--- config.mk ---
export PLATFORM = sky130hd
export DESIGN_NAME = if_stage
export DESIGN_NICKNAME = d
export VERILOG_FILES = /design/src/rtl/if_stage_pkg.sv /design/src/rtl/if_id_reg.sv /design/src/rtl/if_stage.sv
export SDC_FILE = /design/constraint.sdc
export NUM_CORES = 1
export LEC_CHECK = 0
export ABC_AREA = 1
export CORE_MARGIN = 2
export CORE_UTILIZATION = 38
export CTS_CLUSTER_DIAMETER = 50
export DETAILED_ROUTE_END_ITERATION = 16
export PLACE_DENSITY_LB_ADDON = 0.05
export SLEW_MARGIN = 20
export SYNTH_ARGS = -nofsm -noshare
export SYNTH_HDL_FRONTEND = slang
export SYNTH_SLANG_ARGS = --single-unit
--- constraint.sdc ---
create_clock -name clk -period 1.48 [get_ports clk]
set_input_delay 0.222 -clock clk [delete_from_list [all_inputs] [get_ports clk]]
set_output_delay 0.222 -clock clk [all_outputs]
set_load 0.05 [all_outputs]
--- src/rtl/if_stage_pkg.sv ---
// rtl/if_stage_pkg.sv - shared constants and next-PC select encodings for the fetch stage
package if_stage_pkg;

  localparam logic [31:0] RESET_PC  = 32'h0000_0000;
  localparam logic [31:0] NOP_INSTR = 32'h0000_0000;

  typedef enum logic [1:0] {
    PCSRC_PC4    = 2'b00,
    PCSRC_BRANCH = 2'b01,
    PCSRC_J      = 2'b10,
    PCSRC_JR     = 2'b11
  } pc_src_e;

endpackage

--- src/rtl/if_id_reg.sv ---
// rtl/if_id_reg.sv - IF/ID pipeline register with load, hold and bubble controls
module if_id_reg
  import if_stage_pkg::*;
(
  input  logic        clk,
  input  logic        reset,
  input  logic        load_i,
  input  logic        bubble_i,
  input  logic [31:0] instr_i,
  input  logic [31:0] pc_plus4_i,
  output logic [31:0] instr_o,
  output logic [31:0] pc_plus4_o,
  output logic        valid_o
);

  logic [31:0] instr_q, instr_d;
  logic [31:0] pc_plus4_q, pc_plus4_d;
  logic        valid_q, valid_d;

  // Bubble (or reset) beats load; with neither asserted the slot holds.
  always_comb begin
    instr_d    = instr_q;
    pc_plus4_d = pc_plus4_q;
    valid_d    = valid_q;
    if (reset || bubble_i) begin
      instr_d    = NOP_INSTR;
      pc_plus4_d = 32'h0000_0000;
      valid_d    = 1'b0;
    end else if (load_i) begin
      instr_d    = instr_i;
      pc_plus4_d = pc_plus4_i;
      valid_d    = 1'b1;
    end
  end

  // Slot register update.
  always_ff @(posedge clk) begin
    instr_q    <= instr_d;
    pc_plus4_q <= pc_plus4_d;
    valid_q    <= valid_d;
  end

  assign instr_o    = instr_q;
  assign pc_plus4_o = pc_plus4_q;
  assign valid_o    = valid_q;

endmodule

--- src/rtl/if_stage.sv ---
// rtl/if_stage.sv - instruction fetch stage: PC register, next-PC mux, IF/ID slot (option: BRANCH_DELAY_SLOT_EN)
module if_stage
  import if_stage_pkg::*;
(
  input  logic        clk,
  input  logic        reset,
  input  logic [1:0]  PC_src,
  input  logic [31:0] EX_branch_target,
  input  logic [31:0] ID_rs_data,
  input  logic        stall,
  output logic [31:0] IM_addr,
  input  logic [31:0] IM_data,
  output logic [31:0] IF_PC,
  output logic [31:0] ID_instruction,
  output logic [31:0] ID_PC_plus4,
  output logic        ID_valid,
  output logic        ID_EX_flush
);

  logic [31:0] pc_q, pc_d;
  logic [31:0] pc_plus4;
  logic [31:0] j_target;
  logic        slot_load;
  logic        slot_bubble;

  assign pc_plus4 = pc_q + 32'd4;
  assign j_target = {ID_PC_plus4[31:28], ID_instruction[25:0], 2'b00};

  // Next-PC select and IF/ID control; priority reset > branch > stall > j/jr > PC+4.
  always_comb begin
    pc_d        = pc_q;
    slot_load   = 1'b0;
    slot_bubble = 1'b0;
    ID_EX_flush = 1'b0;
    if (reset) begin
      pc_d        = RESET_PC;
      slot_bubble = 1'b1;
    end else if (PC_src == PCSRC_BRANCH) begin
      pc_d        = EX_branch_target;
      slot_bubble = 1'b1;
`ifdef BRANCH_DELAY_SLOT_EN
      ID_EX_flush = 1'b0;
`else
      ID_EX_flush = 1'b1;
`endif
    end else if (stall) begin
      pc_d = pc_q;
    end else if (PC_src == PCSRC_J || PC_src == PCSRC_JR) begin
      pc_d = (PC_src == PCSRC_J) ? j_target : ID_rs_data;
`ifdef BRANCH_DELAY_SLOT_EN
      slot_load   = 1'b1;
`else
      slot_bubble = 1'b1;
`endif
    end else begin
      pc_d      = pc_plus4;
      slot_load = 1'b1;
    end
  end

  // Fetch PC register.
  always_ff @(posedge clk) begin
    pc_q <= pc_d;
  end

  if_id_reg u_if_id_reg (
    .clk        (clk),
    .reset      (reset),
    .load_i     (slot_load),
    .bubble_i   (slot_bubble),
    .instr_i    (IM_data),
    .pc_plus4_i (pc_plus4),
    .instr_o    (ID_instruction),
    .pc_plus4_o (ID_PC_plus4),
    .valid_o    (ID_valid)
  );

  assign IF_PC   = pc_q;
  assign IM_addr = pc_q;

endmodule

-- Word level (Yosys, flattened, before mapping)
Cells that the tools add are included.
Widths: inputs -> output; s select.
- flip-flop bits (word level): 97
- latch bits: 0
- RAM bits: 0
- memory bits (read-only): 0
- bits of input ports: 101
- output and inout bits: 130
- memories: 0
- $add $sub $neg: 1
- $mul: 0
- divide/modulo/power cells: 0
- $lt $le $gt $ge: 0
- eq/ne operators: 4
- shift-type cells: 0
- multiplexer cells: 14
- bitwise gates (word level): 0
- reductions and logical operators: 2
- operators by type and width (operator ; count):
    $mux 32 ; 4
    $add 32x3->32 const B ; 1
    $mux 1 ; 10
    $eq 2x2->1 const B ; 2
    $eq 2x1->1 const B ; 1
    $logic_or 1x1->1 ; 2
    $ne 2x1->1 const B ; 1

-- Logic depth before layout (Yosys ltp)
- word-level depth: 7
- depth in mapped cells: 10
- gate-level depth less buffers: 10

-- Modules after synthesis
From an unflattened synthesis, not the netlist that was laid out.
- cell total of the unflattened synthesis: 938
- area total of the unflattened synthesis: 5815.6 µm²
- by module, submodules not included (module ; times used ; cells each ; area an instance (µm²) ; sequential area each (µm²)):
    if_stage ; 1 ; 530 ; 3160.5 ; 640.6
    if_id_reg ; 1 ; 408 ; 2655.0 ; 1301.2

-- Worst setup path after synthesis
OpenSTA, ideal clock, no wires.
- path type: register to register
- from: register pc_q[2], in the netlist IF_PC[2]
- to: register u_if_id_reg.pc_plus4_q[22], in the netlist u_if_id_reg.pc_plus4_o[22]
- arrival: 1.826 ns
- path slack: -0.459 ns
- stages on the path, launching flop included: 11
- period minus slack after synthesis: 1.939 ns
- cell sequence: dfxtp_1 ha_1 nand2_2 nor2_4 nand2_4 nor2_8 nand2_1 nand2_1 nand2_1 o21ai_1 inv_1
- word-level cells in the longest chain between the ends: 1
- ends and longest elaborated chain (item ; line ; source):
    start: declaration ; if_stage.sv:20 ; logic [31:0] pc_q, pc_d;
    start signal: assignment ; if_stage.sv:63 ; pc_q <= pc_d;
    $add 32x3->32 ; if_stage.sv:26 ; assign pc_plus4 = pc_q + 32'd4;
    end signal: assignment ; if_id_reg.sv:39 ; pc_plus4_q <= pc_plus4_d;
    end: declaration ; if_id_reg.sv:17 ; logic [31:0] pc_plus4_q, pc_plus4_d;
No other way between the ends.
A chain may end at the register's enable or synchronous reset.

-- Worst setup path after layout
- from: register pc_q[3], in the netlist IF_PC[3]
- to: register u_if_id_reg.pc_plus4_q[30], in the netlist u_if_id_reg.pc_plus4_o[30]
Same word-level chain as after synthesis.

==> results.json <==
{
  "path_class": "reg -> reg",
  "dpl_cell_area_mm2": 0.00904,
  "synth_flop_cell": "dfxtp_1",
  "violations": "setup timing",
  "fin_cells": 1226,
  "ctsHoldBuffers": 0,
  "post-synth-top-area-cell": "dfxtp_1",
  "power_density_mw_per_mm2": 797,
  "syn_area_per_cell_um2": 6.63,
  "cts_sinks": 97,
  "grt_pass1_vias": 5984,
  "yosysWarnings": 0,
  "cts_buffer_depth": 2,
  "postSynth.asyncResetShare_pct": 0,
  "synth_mux_area_share_pct": 0,
  "overflow": 0,
  "gp_congestion": 0.894,
  "rsz0062_at_grt": "yes",
  "hpwl_um": 16000,
  "rows": 43,
  "cts_root_buffer": "clkbuf_16",
  "antenna_found_initial": 0,
  "track_usage_pct": 27.3,
  "syn-instance-count": 796,
  "die-area_mm2": 0.0148,
  "synth-xor-area-share_pct": 2.80,
  "critPathLaunch": "IF_PC[3]",
  "io_pins": 231,
  "worst_ep_required_time_ns": 1.78,
  "cp_max_fo": 6,
  "synth_top_family_by_area": "simple AND/OR/NAND/NOR gates",
  "r2r-end": "u_if_id_reg.pc_plus4_o[30]",
  "crit_path_end": "u_if_id_reg.pc_plus4_o[30]",
  "grt_max_degree": 35,
  "synth.area.top_cells": "dfxtp_1 37%, nand2_1 12%, nor2_1 9.7%",
  "fin_crit_ns": 1.58,
  "ir_worst_vdd_v": 0.000546,
  "drcViolationCount": 0,
  "ys_seq_area_share_pct": 36.8,
  "arrival_ns": 1.88,
  "drt-vias-per-instance": 5.01,
  "routed-via-count": 6140,
  "cts_buffers": 9,
  "maxCapViolations": 0,
  "postRouteAntennaNets": 0,
  "clk_latency_ns": 0.35,
  "initial_core_util_pct": 38.5,
  "area_growth_pct": 81.4,
  "timing.final.ws_setup_ns": -0.0999,
  "slew_headroom_pct": 73.2,
  "hold_path.startpoint": "IM_data[29]",
  "cts_tree": "built",
  "numPortBuffers": 230,
  "cts_max_level": 3,
  "drt_pass1_iterations": 5,
  "drive_gt1_share_pct": 30.9,
  "fmax_mhz": 633,
  "synthAdderAreaFrac_pct": 0.237,
  "end_kind": "flop",
  "yosysUniqueCellTypes": 31,
  "tns_ns": -0.614,
  "fin_crit_sh_pct": 107,
  "synth_compound_area_share_pct": 20.1,
  "status": "complete, but fails checks",
  "setup_viol": 15,
  "avgRoutedWirePerCell_um": 16.7,
  "tightest_slew_ns": 0.400,
  "synth-edff-count": 0,
  "r2r_slack_ns": -0.1,
  "hold_viol": 0,
  "die_h_um": 122,
  "synth_common_cells": "173 x nand2_1, 137 x nor2_1, 97 x dfxtp_1",
  "die_w_um": 122,
  "post-place-ws_ns": -0.354,
  "drtIter0Drc": 527,
  "diodes": 0,
  "synthesis.area_mm2": 0.00528,
  "fin_nets": 1143,
  "clk_pin_slew_worst_paths_ns": 0.07,
  "fin_skew_ns": 0.00624,
  "ff2ff_path_depth": 11,
  "total_power_mw": 7.64,
  "hp-class": "in -> reg",
  "synth_top_area_share_pct": 36.8,
  "power_leakage_nw": 3.97,
  "synth_nets": 898,
  "ys_seq_elements": 97,
  "yosysMostFrequentCell": "nand2_1",
  "fin_util_pct": 69.8,
  "reg2reg_from": "IF_PC[3]",
  "wirelength_um": 20500,
  "synth-simple-area-share_pct": 27.5,
  "core_area_mm2": 0.0137,
  "design_area_mm2": 0.00958,
  "worstSetupStartpointType": "flop",
  "placed_cells": 1204,
  "grt_pass1_wl_um": 31600,
  "whs_ns": 0.419,
  "drv_slew": 0
}
## how the worst min path moves through the flow
stage | to | slack, ns | cells past startpoint
finish | u_if_id_reg.instr_o[29] | 0.42 | 3
global route | u_if_id_reg.instr_o[8] | 0.44 | 3
CTS | u_if_id_reg.instr_o[29] | 0.42 | 3
detailed placement | u_if_id_reg.instr_o[29] | 0.46 | 2
global placement | u_if_id_reg.instr_o[31] | 0.45 | 2
floorplan | u_if_id_reg.instr_o[19] | 0.36 | 2
## sequential cells by signal, summed over array words and instances (netlist names)
signal / count
IF_PC: 32
u_if_id_reg.instr_o: 32
u_if_id_reg.pc_plus4_o: 32
u_if_id_reg.valid_o: 1
## report_power, final
group / internal, mW / switching, mW / total, mW
clock: 1.35 / 1.01 / 2.36
sequential: 2.71 / 0.121 / 2.83
combinational: 1.16 / 1.28 / 2.44
## layer usage
layer	part of all wire, %	wire length (um)	track usage, %	vias up
met4	1.2	252	6.03	0
met2	47	9650	43.1	257
met5	0	0	0	-
li1	-	-	-	3031
met3	8.5	1740	7.49	20
met1	43	8820	37.3	2832
## cell usage in the layout (no fill, tap or decap), types with 2 or more instances in the layout
master / instances
nand2_1: 156
nor2_1: 122
buf_12: 110
buf_4: 101
clkdlybuf4s50_1: 98
dfxtp_1: 70
o21ai_0: 69
a21oi_1: 64
inv_1: 50
nand2_2: 22
o21ai_1: 22
a211oi_1: 21
dfxtp_2: 16
nor2_2: 16
nand3_1: 15
dfxtp_4: 11
clkbuf_16: 9
nor2_4: 8
xor2_1: 7
inv_2: 6
a31oi_1: 5
nand3_2: 4
xnor2_1: 4
a21o_1: 3
nand3b_1: 3
xor2_2: 3
a21oi_2: 3
a41oi_1: 3
clkbuf_1: 3
nand2_4: 2
nor2_8: 2
nand4_1: 2
xnor2_2: 2
o32ai_1: 2
clkinv_2: 2
dlygate4sd2_1: 2
## critical path, cell delays in order (launching register included)
cell	delay, ns
dfxtp_4	0.38
ha_4	0.15
nand2_4	0.05
nor2_4	0.15
nand2_4	0.12
nor2_8	0.18
buf_6	0.13
nand2_2	0.04
nand2_2	0.08
nand2_1	0.05
a21o_1	0.15
inv_1	0.05
## cells by family (layout without fill, tap and decap cells)
| family | Yosys count | after routing |
|---|---|---|
| xor gates and xnor gates | 16 | 16 |
| AOI/OAI and AO/OA | 194 | 194 |
| buffers and inverters | 135 | 385 |
| adders and majority gates | 1 | 1 |
| DFF | 97 | 97 |
| and+or+nand+nor | 353 | 353 |
## layout make-up
type | instances | area, um2
timing repair buffer | 312 | 3970
clock inverter | 3 | 40.0
clock buffer | 13 | 250
fill | 1065 | 4140
inverter | 57 | 214
sequential | 97 | 2000
multi-input combinational | 564 | 2870
tap | 180 | 225
## repair_timing
action | CTS | global route
endpoints found under the setup margin | 15 | 42
endpoints found under the hold margin | 0 | 0
gates resized for setup | 9 | 53
pin swaps | 6 | 8
setup buffers | 2 | 4
No activity file was read; power rests on OpenSTA's default activity.
